<file path="config.mk">
export PLATFORM = sky130hd
export DESIGN_NAME = wrr_packet_arbiter_flat
export DESIGN_NICKNAME = d
export VERILOG_FILES = /design/src/rtl/wrr_packet_arbiter_if.sv /design/src/rtl/wrr_packet_arbiter.sv /design/src/flat_wrapper.sv
export SDC_FILE = /design/constraint.sdc
export NUM_CORES = 1
export LEC_CHECK = 0
export CAP_MARGIN = 10
export CORE_MARGIN = 2
export CORE_UTILIZATION = 51
export CTS_BUF_LIST = sky130_fd_sc_hd__clkbuf_8 sky130_fd_sc_hd__clkbuf_16
export CTS_CLUSTER_DIAMETER = 80
export CTS_CLUSTER_SIZE = 20
export DETAILED_ROUTE_END_ITERATION = 8
export PLACE_DENSITY = 0.88
export REMOVE_ABC_BUFFERS = 1
export SLEW_MARGIN = 0
export SYNTH_ARGS = -nofsm -noshare
export SYNTH_HDL_FRONTEND = slang
export SYNTH_SLANG_ARGS = --single-unit
</file>
<file path="constraint.sdc">
create_clock -name clk -period 5.2 [get_ports clk]
set_input_delay 0.52 -clock clk [delete_from_list [all_inputs] [get_ports clk]]
set_output_delay 0.52 -clock clk [all_outputs]
set_load 0.005 [all_outputs]
</file>
<file path="src/rtl/wrr_packet_arbiter_if.sv">
// Handshake bundle between packet sources and the weighted round-robin arbiter.
interface wrr_packet_arbiter_if #(
    parameter int unsigned PORTS  = 8,
    parameter int unsigned WWIDTH = 4
);
    localparam int unsigned PW = $clog2(PORTS);

    logic [PORTS-1:0]        req;
    logic [PORTS-1:0]        last;
    logic [PORTS*WWIDTH-1:0] weight;
    logic                    ready;
    logic [PORTS-1:0]        grant;
    logic [PW-1:0]           grant_port;
    logic                    grant_dv;
    logic [PORTS-1:0]        port_ready;
    logic                    xfer;

    // Arbiter side
    modport slave (
        input  req, last, weight, ready,
        output grant, grant_port, grant_dv, port_ready, xfer
    );

    // Requester / downstream side
    modport master (
        output req, last, weight, ready,
        input  grant, grant_port, grant_dv, port_ready, xfer
    );
endinterface

</file>
<file path="src/rtl/wrr_packet_arbiter.sv">
// Weighted round-robin arbiter: grants whole packets, up to weight[i] packets per turn.
module wrr_packet_arbiter #(
    parameter int unsigned PORTS  = 8,
    parameter int unsigned WWIDTH = 4
) (
    input  logic                  clk,
    input  logic                  rst,
    wrr_packet_arbiter_if.slave   bus
);
    localparam int unsigned PW = $clog2(PORTS);

    typedef enum logic [0:0] {
        IDLE  = 1'b0,
        GRANT = 1'b1
    } state_e;

    state_e              state_q, state_d;
    logic [PORTS-1:0]    grant_q, grant_d;
    logic [PW-1:0]       grant_port_q, grant_port_d;
    logic                grant_dv_q, grant_dv_d;
    logic [WWIDTH-1:0]   wt_lat_q, wt_lat_d;
    logic [WWIDTH-1:0]   pkt_cnt_q, pkt_cnt_d;
    logic                at_bound_q, at_bound_d;
    logic [PORTS-1:0]    prio_ptr_q, prio_ptr_d;

    logic [PW-1:0]       ptr_idx;
    logic [PW-1:0]       win_idx;
    logic [WWIDTH-1:0]   win_weight;
    logic [WWIDTH:0]     cnt_inc;
    logic                req_g;
    logic                last_g;
    logic [PORTS-1:0]    port_ready_c;

    // Index of the one-hot priority pointer
    always_comb begin
        ptr_idx = '0;
        for (int i = 0; i < PORTS; i++) begin
            if (prio_ptr_q[i]) begin
                ptr_idx = PW'(i);
            end
        end
    end

    // First requester at or above the pointer, wrapping past the MSB
    always_comb begin
        int unsigned cand;
        cand    = 0;
        win_idx = '0;
        for (int k = PORTS - 1; k >= 0; k--) begin
            cand = int'(ptr_idx) + k;
            if (cand >= PORTS) begin
                cand = cand - PORTS;
            end
            if (bus.req[PW'(cand)]) begin
                win_idx = PW'(cand);
            end
        end
    end

    // Weight of the winner, zero treated as one packet per turn
    always_comb begin
        win_weight = '0;
        for (int i = 0; i < PORTS; i++) begin
            if (win_idx == PW'(i)) begin
                win_weight = bus.weight[i*WWIDTH +: WWIDTH];
            end
        end
        if (win_weight == '0) begin
            win_weight = WWIDTH'(1);
        end
    end

    assign req_g   = bus.req[grant_port_q];
    assign last_g  = bus.last[grant_port_q];
    assign cnt_inc = {1'b0, pkt_cnt_q} + (WWIDTH+1)'(1);

    // Next-state and registered-output logic
    always_comb begin
        state_d      = state_q;
        grant_d      = grant_q;
        grant_port_d = grant_port_q;
        grant_dv_d   = grant_dv_q;
        wt_lat_d     = wt_lat_q;
        pkt_cnt_d    = pkt_cnt_q;
        at_bound_d   = at_bound_q;
        prio_ptr_d   = prio_ptr_q;

        unique case (state_q)
            IDLE: begin
                if (|bus.req) begin
                    state_d      = GRANT;
                    grant_d      = PORTS'(1) << win_idx;
                    grant_port_d = win_idx;
                    grant_dv_d   = 1'b1;
                    wt_lat_d     = win_weight;
                    pkt_cnt_d    = '0;
                    at_bound_d   = 1'b1;
                end
            end
            GRANT: begin
                logic release_now;
                release_now = 1'b0;
                if (req_g && bus.ready) begin
                    at_bound_d = 1'b0;
                    if (last_g) begin
                        at_bound_d = 1'b1;
                        if (cnt_inc < {1'b0, wt_lat_q}) begin
                            pkt_cnt_d = pkt_cnt_q + WWIDTH'(1);
                        end else begin
                            release_now = 1'b1;
                        end
                    end
                end else if (at_bound_q && !req_g) begin
                    release_now = 1'b1;
                end
                if (release_now) begin
                    state_d    = IDLE;
                    grant_d    = '0;
                    grant_dv_d = 1'b0;
                    prio_ptr_d = {grant_q[PORTS-2:0], grant_q[PORTS-1]};
                end
            end
            default: begin
                state_d = IDLE;
            end
        endcase
    end

    // State and output registers with synchronous reset
    always_ff @(posedge clk) begin
        if (rst) begin
            state_q      <= IDLE;
            grant_q      <= '0;
            grant_port_q <= '0;
            grant_dv_q   <= 1'b0;
            wt_lat_q     <= WWIDTH'(1);
            pkt_cnt_q    <= '0;
            at_bound_q   <= 1'b1;
            prio_ptr_q   <= PORTS'(1);
        end else begin
            state_q      <= state_d;
            grant_q      <= grant_d;
            grant_port_q <= grant_port_d;
            grant_dv_q   <= grant_dv_d;
            wt_lat_q     <= wt_lat_d;
            pkt_cnt_q    <= pkt_cnt_d;
            at_bound_q   <= at_bound_d;
            prio_ptr_q   <= prio_ptr_d;
        end
    end

    assign port_ready_c   = grant_q & {PORTS{bus.ready & grant_dv_q}};
    assign bus.port_ready = port_ready_c;
    assign bus.xfer       = |(port_ready_c & bus.req);
    assign bus.grant      = grant_q;
    assign bus.grant_port = grant_port_q;
    assign bus.grant_dv   = grant_dv_q;
endmodule
</file>
<file path="src/flat_wrapper.sv">
// flat-port wrapper written by rule: the top's interface ports become plain ports
module wrr_packet_arbiter_flat 
#(
    parameter int unsigned PORTS  = 8,
    parameter int unsigned WWIDTH = 4
)
  (clk, rst, bus_req, bus_last, bus_weight, bus_ready, bus_grant, bus_grant_port, bus_grant_dv, bus_port_ready, bus_xfer);
  wrr_packet_arbiter_if #(.PORTS(PORTS), .WWIDTH(WWIDTH)) bus_i ();
  input  logic clk;
  input  logic rst;
  input wire logic [$bits(bus_i.req)-1:0] bus_req;
  input wire logic [$bits(bus_i.last)-1:0] bus_last;
  input wire logic [$bits(bus_i.weight)-1:0] bus_weight;
  input wire logic [$bits(bus_i.ready)-1:0] bus_ready;
  output wire logic [$bits(bus_i.grant)-1:0] bus_grant;
  output wire logic [$bits(bus_i.grant_port)-1:0] bus_grant_port;
  output wire logic [$bits(bus_i.grant_dv)-1:0] bus_grant_dv;
  output wire logic [$bits(bus_i.port_ready)-1:0] bus_port_ready;
  output wire logic [$bits(bus_i.xfer)-1:0] bus_xfer;
  assign bus_i.req = bus_req;
  assign bus_i.last = bus_last;
  assign bus_i.weight = bus_weight;
  assign bus_i.ready = bus_ready;
  assign bus_grant = bus_i.grant;
  assign bus_grant_port = bus_i.grant_port;
  assign bus_grant_dv = bus_i.grant_dv;
  assign bus_port_ready = bus_i.port_ready;
  assign bus_xfer = bus_i.xfer;
  wrr_packet_arbiter #(.PORTS(PORTS), .WWIDTH(WWIDTH)) u_core (.clk(clk), .rst(rst), .bus(bus_i));
endmodule
</file>
==> flow_summary.rst, run 1 <==
.. list-table::
   :header-rows: 1

   * - Metric
     - Value
   * - RSZ-0062 raised after global routing
     - no
   * - Via-to-Cell Ratio
     - roughly 6.8
   * - Total wire length
     - between 9000 and 10000 µm
   * - Post-synthesis to final-layout area growth
     - 27.4%
   * - Final-layout setup total negative slack
     - 0 ns
   * - Yosys synthesis warning count
     - 0
   * - I/O pins
     - a little over 70
   * - Detail-routed net length per standard cell
     - 19.6 µm
   * - Kind of start point of the critical path
     - register
   * - FF-to-FF setup slack
     - 0.35 ns
   * - Worst skew pair latency
     - ~0.28 ns
   * - Clk buf depth
     - 2
   * - Top post-synthesis cells by area
     - sky130_fd_sc_hd__dfxtp_1, sky130_fd_sc_hd__mux2i_1, sky130_fd_sc_hd__mux4_2
   * - Run status
     - complete, no violations
   * - Area share of the largest cell type after synthesis
     - 0.195
   * - Post-CTS setup buffer count
     - 0
   * - Endpoint of the worst hold path
     - u_core.wt_lat_q[1]$_SDFFE_PP0P_
   * - Leakage dissipation
     - between 1 and 1.5 nW
   * - Remaining max-slew budget at the tightest pin
     - 0.217
   * - Transition time of the tightest slew-check pin
     - 1.17 ns
   * - Count of maximum capacitance violations
     - 0
   * - Number of antenna violations at the first check in global routing
     - 0
   * - Portion of the clock cycle consumed by the worst path in the final layout
     - 0.933
   * - Power density cells
     - approximately 300 nW/µm²
   * - Most common cell after layout, fill and taps aside
     - sky130_fd_sc_hd__clkdlybuf4s50_1
   * - Post-layout min period
     - between 4 and 5 ns
   * - CTS resizes
     - 0
   * - Final routed DRC violation total
     - 0
   * - Ys async rst share
     - 0
   * - Detail Route Antenna Nets
     - 0
   * - Kind of critical path
     - reg2reg
   * - Vias in the first global route
     - ~3200
   * - Top cell type by total area after synthesis
     - sky130_fd_sc_hd__dfxtp_1
   * - Final Wtd Congestion
     - 1.09
   * - Class of the most critical hold timing path
     - reg2reg
   * - Hold Crit Start
     - u_core.wt_lat_q[1]$_SDFFE_PP0P_
   * - Initial core utilization
     - 0.534
   * - Total die area
     - between 6000 and 7000 µm²
   * - Maximum fanout count along the critical path
     - 9
   * - Number of detailed-route iterations in the first pass
     - 5
   * - Total count of hold-check failures in the final report
     - 0
   * - Number of antenna diodes
     - 0
   * - Sum of internal, switching and leakage power
     - roughly 1.2 mW
   * - Total count of max-transition violations in the final report
     - 0
   * - Synthesized flop and latch total
     - 29
   * - Register-to-Register Path Depth
     - 15
   * - Max VDD drop
     - just under 200 µV
   * - Launching element of the worst setup path
     - u_core.prio_ptr_q[3]$_SDFFE_PP0P_
   * - FF-to-FF End
     - u_core.wt_lat_q[0]$_SDFFE_PP1P_
   * - Fraction of layout cells with a size suffix above 1
     - 0.135
   * - Worst path cell trace
     - nor2_1 -> o31ai_2 -> inv_1 -> ha_1 -> xnor2_1 -> nand3_1 -> o32ai_1 -> mux2i_1 -> a21oi_1 -> o32ai_2 -> o22ai_2 -> mux2_2 -> a2111oi_4 -> a21oi_1 -> o311ai_2
   * - Number of unique standard cell types used by synthesis
     - 79
   * - Hold-critical path depth
     - 2
   * - Leftover overflow at the end of global routing
     - 0
   * - Clock slew at reported path FFs
     - 0.06 ns
   * - Setup Viol. Count Final
     - 0
   * - Startpoint of the lowest-slack register-to-register path
     - u_core.prio_ptr_q[3]$_SDFFE_PP0P_
   * - Number of buffer cells added on primary ports
     - 71
   * - Achievable clock frequency
     - roughly 210 MHz
   * - Via total after detailed routing
     - ~3400
   * - Cell mode on critical path
     - sky130_fd_sc_hd__a21oi_1
   * - Buffer type at the clock tree root
     - sky130_fd_sc_hd__clkbuf_8
   * - Number of flops mapped to enable cells by yosys
     - 0
   * - H-tree level count
     - 2
   * - Clock Skews
     - 0.00453 ns
   * - Number of buffers created by CTS
     - 5
   * - First-pass GRT wire length
     - ~16000 µm
   * - CP endpoint kind
     - register
   * - Max stage delay cell, worst path
     - sky130_fd_sc_hd__o22ai_2
   * - Count of hold buffers inserted by post-cts repair
     - 0
   * - CTS tree
     - built
   * - Worst path required time
     - 5.39 ns
   * - Global-route usage over all layers
     - 0.312
   * - Post-synth top flop
     - sky130_fd_sc_hd__dfxtp_1
   * - Stage delay of the slowest cell on the critical path
     - roughly 0.50 ns
   * - Layout net count
     - ~490
   * - Synthesized cell area
     - about 3000 µm²
   * - Chip Height
     - between 80 and 90 µm
   * - Standard-cell row count
     - 27
   * - Part of the Yosys area used for sequential elements
     - 0.195
   * - Die Width
     - between 80 and 90 µm
   * - Number of DRC violations after detailed-routing iteration 0
     - between 400 and 500
   * - Sum of buffers and inverters on the critical path
     - 1
   * - Total core area
     - approximately 5600 µm²
   * - Highest-count cells in the layout ignoring fill and taps
     - sky130_fd_sc_hd__clkdlybuf4s50_1, sky130_fd_sc_hd__nor2_1, sky130_fd_sc_hd__dfxtp_1
   * - Endpoint arrival time on the critical path
     - 5.04 ns
   * - HPWL after detailed placement
     - between 7000 and 8000 µm
   * - Crit-path leading delay family
     - compound AO/OA/AOI/OAI gates
   * - Avg Synthesized Cell Area
     - about 8 µm²
   * - Gate count of the mapped netlist
     - about 370
   * - Largest net degree at the start of global routing
     - 30
   * - Clock sink count
     - 29
[metal layers]
| layer | share of wire | wire length [µm] | track usage |
|---|---|---|---|
| met5 | 0 | 0 | 0 |
| met2 | 0.48 | 4700 | 0.533 |
| met3 | 0.098 | 960 | 0.0551 |
| met1 | 0.40 | 3960 | 0.400 |
| met4 | 0.022 | 214 | 0.0898 |
[kinds of logic (layout without fill, tap and decap cells)]
logic type	Yosys count	after routing	share of synthesized area
and+or+nand+nor	133	133	0.239
AOI/OAI and AO/OA	128	128	0.329
buffers and inverters	33	96	0.0517
muxes	32	32	0.140
DFF	29	29	0.195
adders and majority gates	6	6	0.0252
xor gates and xnor gates	6	6	0.0202
[worst max path at each step]
stage	endpoint	slack, ns	cells after the start
2_1_floorplan	u_core.wt_lat_q[0]$_SDFFE_PP1P_	0.87	14
3_3_place_gp	u_core.wt_lat_q[0]$_SDFFE_PP1P_	0.56	15
3_5_place_dp	u_core.wt_lat_q[0]$_SDFFE_PP1P_	0.51	15
4_1_cts	u_core.wt_lat_q[0]$_SDFFE_PP1P_	0.50	15
5_1_grt	u_core.wt_lat_q[0]$_SDFFE_PP1P_	0.14	15
6_report	u_core.wt_lat_q[0]$_SDFFE_PP1P_	0.35	15
[Yosys cell counts, types with 7 or more instances]
| master | n |
|---|---|
| sky130_fd_sc_hd__mux2i_1 | 18 |
| sky130_fd_sc_hd__a22oi_1 | 12 |
| sky130_fd_sc_hd__a21oi_1 | 28 |
| sky130_fd_sc_hd__dfxtp_1 | 29 |
| sky130_fd_sc_hd__inv_1 | 11 |
| sky130_fd_sc_hd__nor2b_1 | 9 |
| sky130_fd_sc_hd__and2_1 | 7 |
| sky130_fd_sc_hd__nand2_1 | 28 |
| sky130_fd_sc_hd__o211ai_1 | 7 |
| sky130_fd_sc_hd__mux2_2 | 7 |
| sky130_fd_sc_hd__and3_1 | 10 |
| sky130_fd_sc_hd__nand3_1 | 15 |
| sky130_fd_sc_hd__mux4_2 | 7 |
| sky130_fd_sc_hd__o32ai_1 | 8 |
| sky130_fd_sc_hd__o21ai_0 | 15 |
| sky130_fd_sc_hd__clkbuf_1 | 9 |
| sky130_fd_sc_hd__nor2_1 | 34 |
[per-stage QoR]
stage | utilization | std cells | hold WS [ns] | instance area (µm²) | setup WS (ns)
4_1_cts | 0.680 | 502 | 0.468 | 3790 | 0.496
6_report | 0.680 | 502 | 0.470 | 3790 | 0.349
2_1_floorplan | - | 348 | 0.430 | 2870 | 0.868
5_1_grt | 0.680 | 502 | 0.487 | 3790 | 0.137
3_3_place_gp | 0.664 | 495 | 0.447 | 3700 | 0.558
3_5_place_dp | 0.664 | 495 | 0.459 | 3700 | 0.512
[registers in the layout (all words and copies together), names as in the netlist]
| register | cells |
|---|---|
| u_core.prio_ptr_q | 7 |
| u_core.bus.grant_port | 3 |
| u_core.state_q | 1 |
| u_core.at_bound_q | 1 |
| u_core.wt_lat_q | 4 |
| u_core.bus.grant_dv | 1 |
| u_core.pkt_cnt_q | 4 |
| u_core.bus.grant | 8 |
[worst min-delay path, stage by stage (launching register included)]
cell                      delay [ns]
sky130_fd_sc_hd__dfxtp_1        0.31
sky130_fd_sc_hd__nand2_1        0.06
sky130_fd_sc_hd__a21oi_1        0.06
[final cells by class]
type / instances / area [µm²]
multi-input combinational: 305 / 2240
fill: 490 / 1780
timing repair buffer: 75 / 741
sequential: 29 / 581
tap: 72 / 90.1
clock buffer: 6 / 82.6
inverter: 14 / 52.6
clock inverter: 1 / 3.75
[power breakdown]
group	internal, mW	switching [mW]	leakage [nW]
clock network	0.103	0.0791	0.0485
registers	0.250	0.0372	0.237
logic	0.318	0.363	1.20
total	0.671	0.479	1.49
Power figures use the tool's default switching activity.
==> run 2, diff against run 1 <==
Settings changed: CORE_UTILIZATION 51 to 55, PLACE_DENSITY 0.88 to 0.93.
Clock period 5.2 ns to 5.81 ns, I/O delays scaled along.
==> run 2 against run 1 <==
  * Non-clock buffer count is 1 lower
  * Design area rose by 0.13%
  * Die area decreased by 6.9%
  * Clock skew up 0.0027 ns
  * Critical path type unchanged
  * Largest power group unchanged
  * Combinational power down 9.8%
  * Highest routed layer unchanged
  * First-iteration DRC count is 7.6% lower
  * Sequential share of layout area hardly changed
  * Wire length increased by 2.5%
==> flow_summary.rst, run 2 (synthesis gave the netlist of run 1 again) <==
.. list-table::
   :header-rows: 1

   * - Metric
     - Value
   * - Total die area
     - 6010 µm²
   * - Number of antenna diodes
     - 0
   * - HPWL after detailed placement
     - roughly 7400 µm
   * - Count of hold buffers inserted by post-cts repair
     - 0
   * - Clock sink count
     - 29
   * - Max stage delay cell, worst path
     - sky130_fd_sc_hd__dfxtp_1
   * - Total count of hold-check failures in the final report
     - 0
   * - Share of total power in sequential cells
     - 0.243
   * - Total core area
     - between 5000 and 6000 µm²
   * - Post-synthesis to final-layout area growth
     - 27.6%
   * - Multi-input gate area in the final layout
     - roughly 2200 µm²
   * - Stage delay of the slowest cell on the critical path
     - 0.94 ns
   * - Endpoint arrival time on the critical path
     - approximately 5.4 ns
   * - Leakage dissipation
     - around 1.5 nW
   * - I/O pins
     - roughly 70
   * - Initial core utilization
     - 0.575
   * - Buffer type at the clock tree root
     - sky130_fd_sc_hd__clkbuf_8
   * - Portion of the clock cycle consumed by the worst path in the final layout
     - 0.890
   * - Clock slew at reported path FFs
     - around 0.070 ns
   * - Number of buffer cells added on primary ports
     - 71
   * - Power density cells
     - 280 nW/µm²
   * - Total wire length
     - around 10000 µm
   * - H-tree level count
     - 2
   * - Internal power
     - about 0.61 mW
   * - Register-to-Register Path Depth
     - 15
   * - Kind of critical path
     - reg2reg
   * - Post-layout min period
     - 5.17 ns
   * - Via-to-Cell Ratio
     - between 6 and 7
   * - Chip Height
     - 77.5 µm
   * - CP endpoint kind
     - register
   * - Cell mode on critical path
     - sky130_fd_sc_hd__a21oi_1
   * - Number of detailed-route iterations in the first pass
     - 5
   * - Post-CTS setup buffer count
     - 0
   * - Setup Viol. Count Final
     - 0
   * - Worst path required time
     - 6.00 ns
   * - First-pass GRT wire length
     - 15900 µm
   * - Maximum fanout count along the critical path
     - 27
   * - Reg area
     - 581 µm²
   * - Hold Crit Start
     - u_core.at_bound_q$_SDFFE_PP1P_
   * - Standard-cell row count
     - 26
   * - Utilization after layout
     - 0.734
   * - Endpoint of the worst hold path
     - u_core.at_bound_q$_SDFFE_PP1P_
   * - Achievable clock frequency
     - between 150 and 200 MHz
   * - FF-to-FF setup slack
     - approximately 0.64 ns
   * - Worst hold slack
     - 0.481 ns
   * - Number of antenna violations at the first check in global routing
     - 0
   * - Detail Route Antenna Nets
     - 0
   * - Final Wtd Congestion
     - about 0.96
   * - Max VDD drop
     - slightly above 200 µV
   * - Leftover overflow at the end of global routing
     - 0
   * - RSZ-0062 raised after global routing
     - no
   * - Sum of buffers and inverters on the critical path
     - 1
   * - Layout net count
     - between 400 and 500
   * - Run status
     - complete, no violations
   * - Clk buf depth
     - 2
   * - Number of buffers created by CTS
     - 5
   * - Class of the most critical hold timing path
     - reg2reg
   * - Die Width
     - between 70 and 80 µm
   * - Switching portion of total power
     - 0.423
   * - Number of DRC violations after detailed-routing iteration 0
     - 400
   * - Most common cell after layout, fill and taps aside
     - sky130_fd_sc_hd__clkdlybuf4s50_1
   * - Remaining max-slew budget at the tightest pin
     - 0.301
   * - Worst path cell trace
     - nor2_2 -> o31ai_2 -> inv_1 -> ha_1 -> xnor2_1 -> nand3_1 -> o32ai_1 -> mux2i_1 -> a21oi_1 -> o32ai_2 -> o22ai_2 -> mux2_2 -> a2111oi_4 -> a21oi_1 -> o311ai_2
   * - Startpoint of the lowest-slack register-to-register path
     - u_core.prio_ptr_q[7]$_SDFFE_PP0P_
   * - Largest net degree at the start of global routing
     - 30
   * - P_sw
     - 0.449 mW
   * - Final-layout setup total negative slack
     - 0 ns
   * - CTS resizes
     - 0
   * - Crit-path leading delay family
     - compound AO/OA/AOI/OAI gates
   * - Count of maximum capacitance violations
     - 0
   * - Hold-critical path depth
     - 2
   * - Kind of start point of the critical path
     - register
   * - Total count of max-transition violations in the final report
     - 0
   * - Number of inserted filler cells in the final layout
     - just under 400
   * - Number of flip-flops in the largest register
     - 8
   * - Relative contribution of combinational cells to total power
     - 0.578
   * - Via total after detailed routing
     - ~3400
   * - Worst skew pair latency
     - ~0.29 ns
   * - Detail-routed net length per standard cell
     - roughly 20 µm
   * - Clock Skews
     - 0.00726 ns
   * - Final routed DRC violation total
     - 0
   * - FF-to-FF End
     - u_core.wt_lat_q[0]$_SDFFE_PP1P_
   * - Fraction of layout cells with a size suffix above 1
     - 0.137
   * - Highest-count cells in the layout ignoring fill and taps
     - sky130_fd_sc_hd__clkdlybuf4s50_1, sky130_fd_sc_hd__nor2_1, sky130_fd_sc_hd__dfxtp_1
   * - Vias in the first global route
     - 3264
   * - CTS tree
     - built
   * - Transition time of the tightest slew-check pin
     - about 1.0 ns
   * - Global-route usage over all layers
     - 0.328
   * - Clk pwr share
     - 0.178
-- run 2: changes by cell type in the layout (fill, tap and decap cells not counted) --
cell                       before  now
sky130_fd_sc_hd__clkinv_2       0    1
sky130_fd_sc_hd__inv_1         12   11
sky130_fd_sc_hd__clkbuf_8       6    7
sky130_fd_sc_hd__buf_4          4    3
-- run 2: tightest hold or removal path: stages, from the launching register on --
cell and delay, ns:
sky130_fd_sc_hd__dfxtp_1 0.33, sky130_fd_sc_hd__a21oi_1 0.07, sky130_fd_sc_hd__nand2_1 0.06
-- run 2: how the worst max path moves through the flow --
stage                                           start                              end  slack [ns]  depth (start not counted)
floorplan           u_core.prio_ptr_q[7]$_SDFFE_PP0P_  u_core.wt_lat_q[0]$_SDFFE_PP1P_        1.48                         14
global placement    u_core.prio_ptr_q[7]$_SDFFE_PP0P_  u_core.wt_lat_q[0]$_SDFFE_PP1P_        1.08                         15
detailed placement  u_core.prio_ptr_q[7]$_SDFFE_PP0P_  u_core.wt_lat_q[0]$_SDFFE_PP1P_        0.81                         15
CTS                 u_core.prio_ptr_q[7]$_SDFFE_PP0P_  u_core.wt_lat_q[0]$_SDFFE_PP1P_        0.80                         15
global route        u_core.prio_ptr_q[7]$_SDFFE_PP0P_  u_core.wt_lat_q[0]$_SDFFE_PP1P_        0.29                         15
finish              u_core.prio_ptr_q[7]$_SDFFE_PP0P_  u_core.wt_lat_q[0]$_SDFFE_PP1P_        0.64                         15
-- run 2: area by class of cell --
cell class | count | share of cell area
multi-input combinational | 305 | 0.590
timing repair buffer | 74 | 0.193
clock inverter | 1 | 0.00132
inverter | 14 | 0.0138
tap | 70 | 0.0231
clock buffer | 7 | 0.0254
sequential | 29 | 0.153
-- run 2: stage by stage --
stage / cells / setup slack, ns / total power [mW] / cell area (µm²)
5_1_grt: 500 / 0.289 / 1.11 / 3790
3_3_place_gp: 492 / 1.08 / 0.835 / 3690
3_5_place_dp: 492 / 0.810 / 0.856 / 3690
2_1_floorplan: 348 / 1.48 / 0.667 / 2870
4_1_cts: 500 / 0.797 / 1.04 / 3790
6_report: 500 / 0.642 / 1.06 / 3790
-- run 2: layer usage --
metal	track usage	part of all wire	wire (µm)
met1	0.428	0.42	4250
met2	0.566	0.48	4870
met3	0.0395	0.076	766
met4	0.0964	0.018	185
met5	0	0	0
-- run 2: power groups by stage --
stage	logic, mW	registers [mW]	clock network, mW
global placement	0.576	0.259	0
detailed placement	0.596	0.260	0
floorplan	0.417	0.250	0
finish	0.614	0.259	0.189
CTS	0.600	0.256	0.186
global route	0.656	0.260	0.194
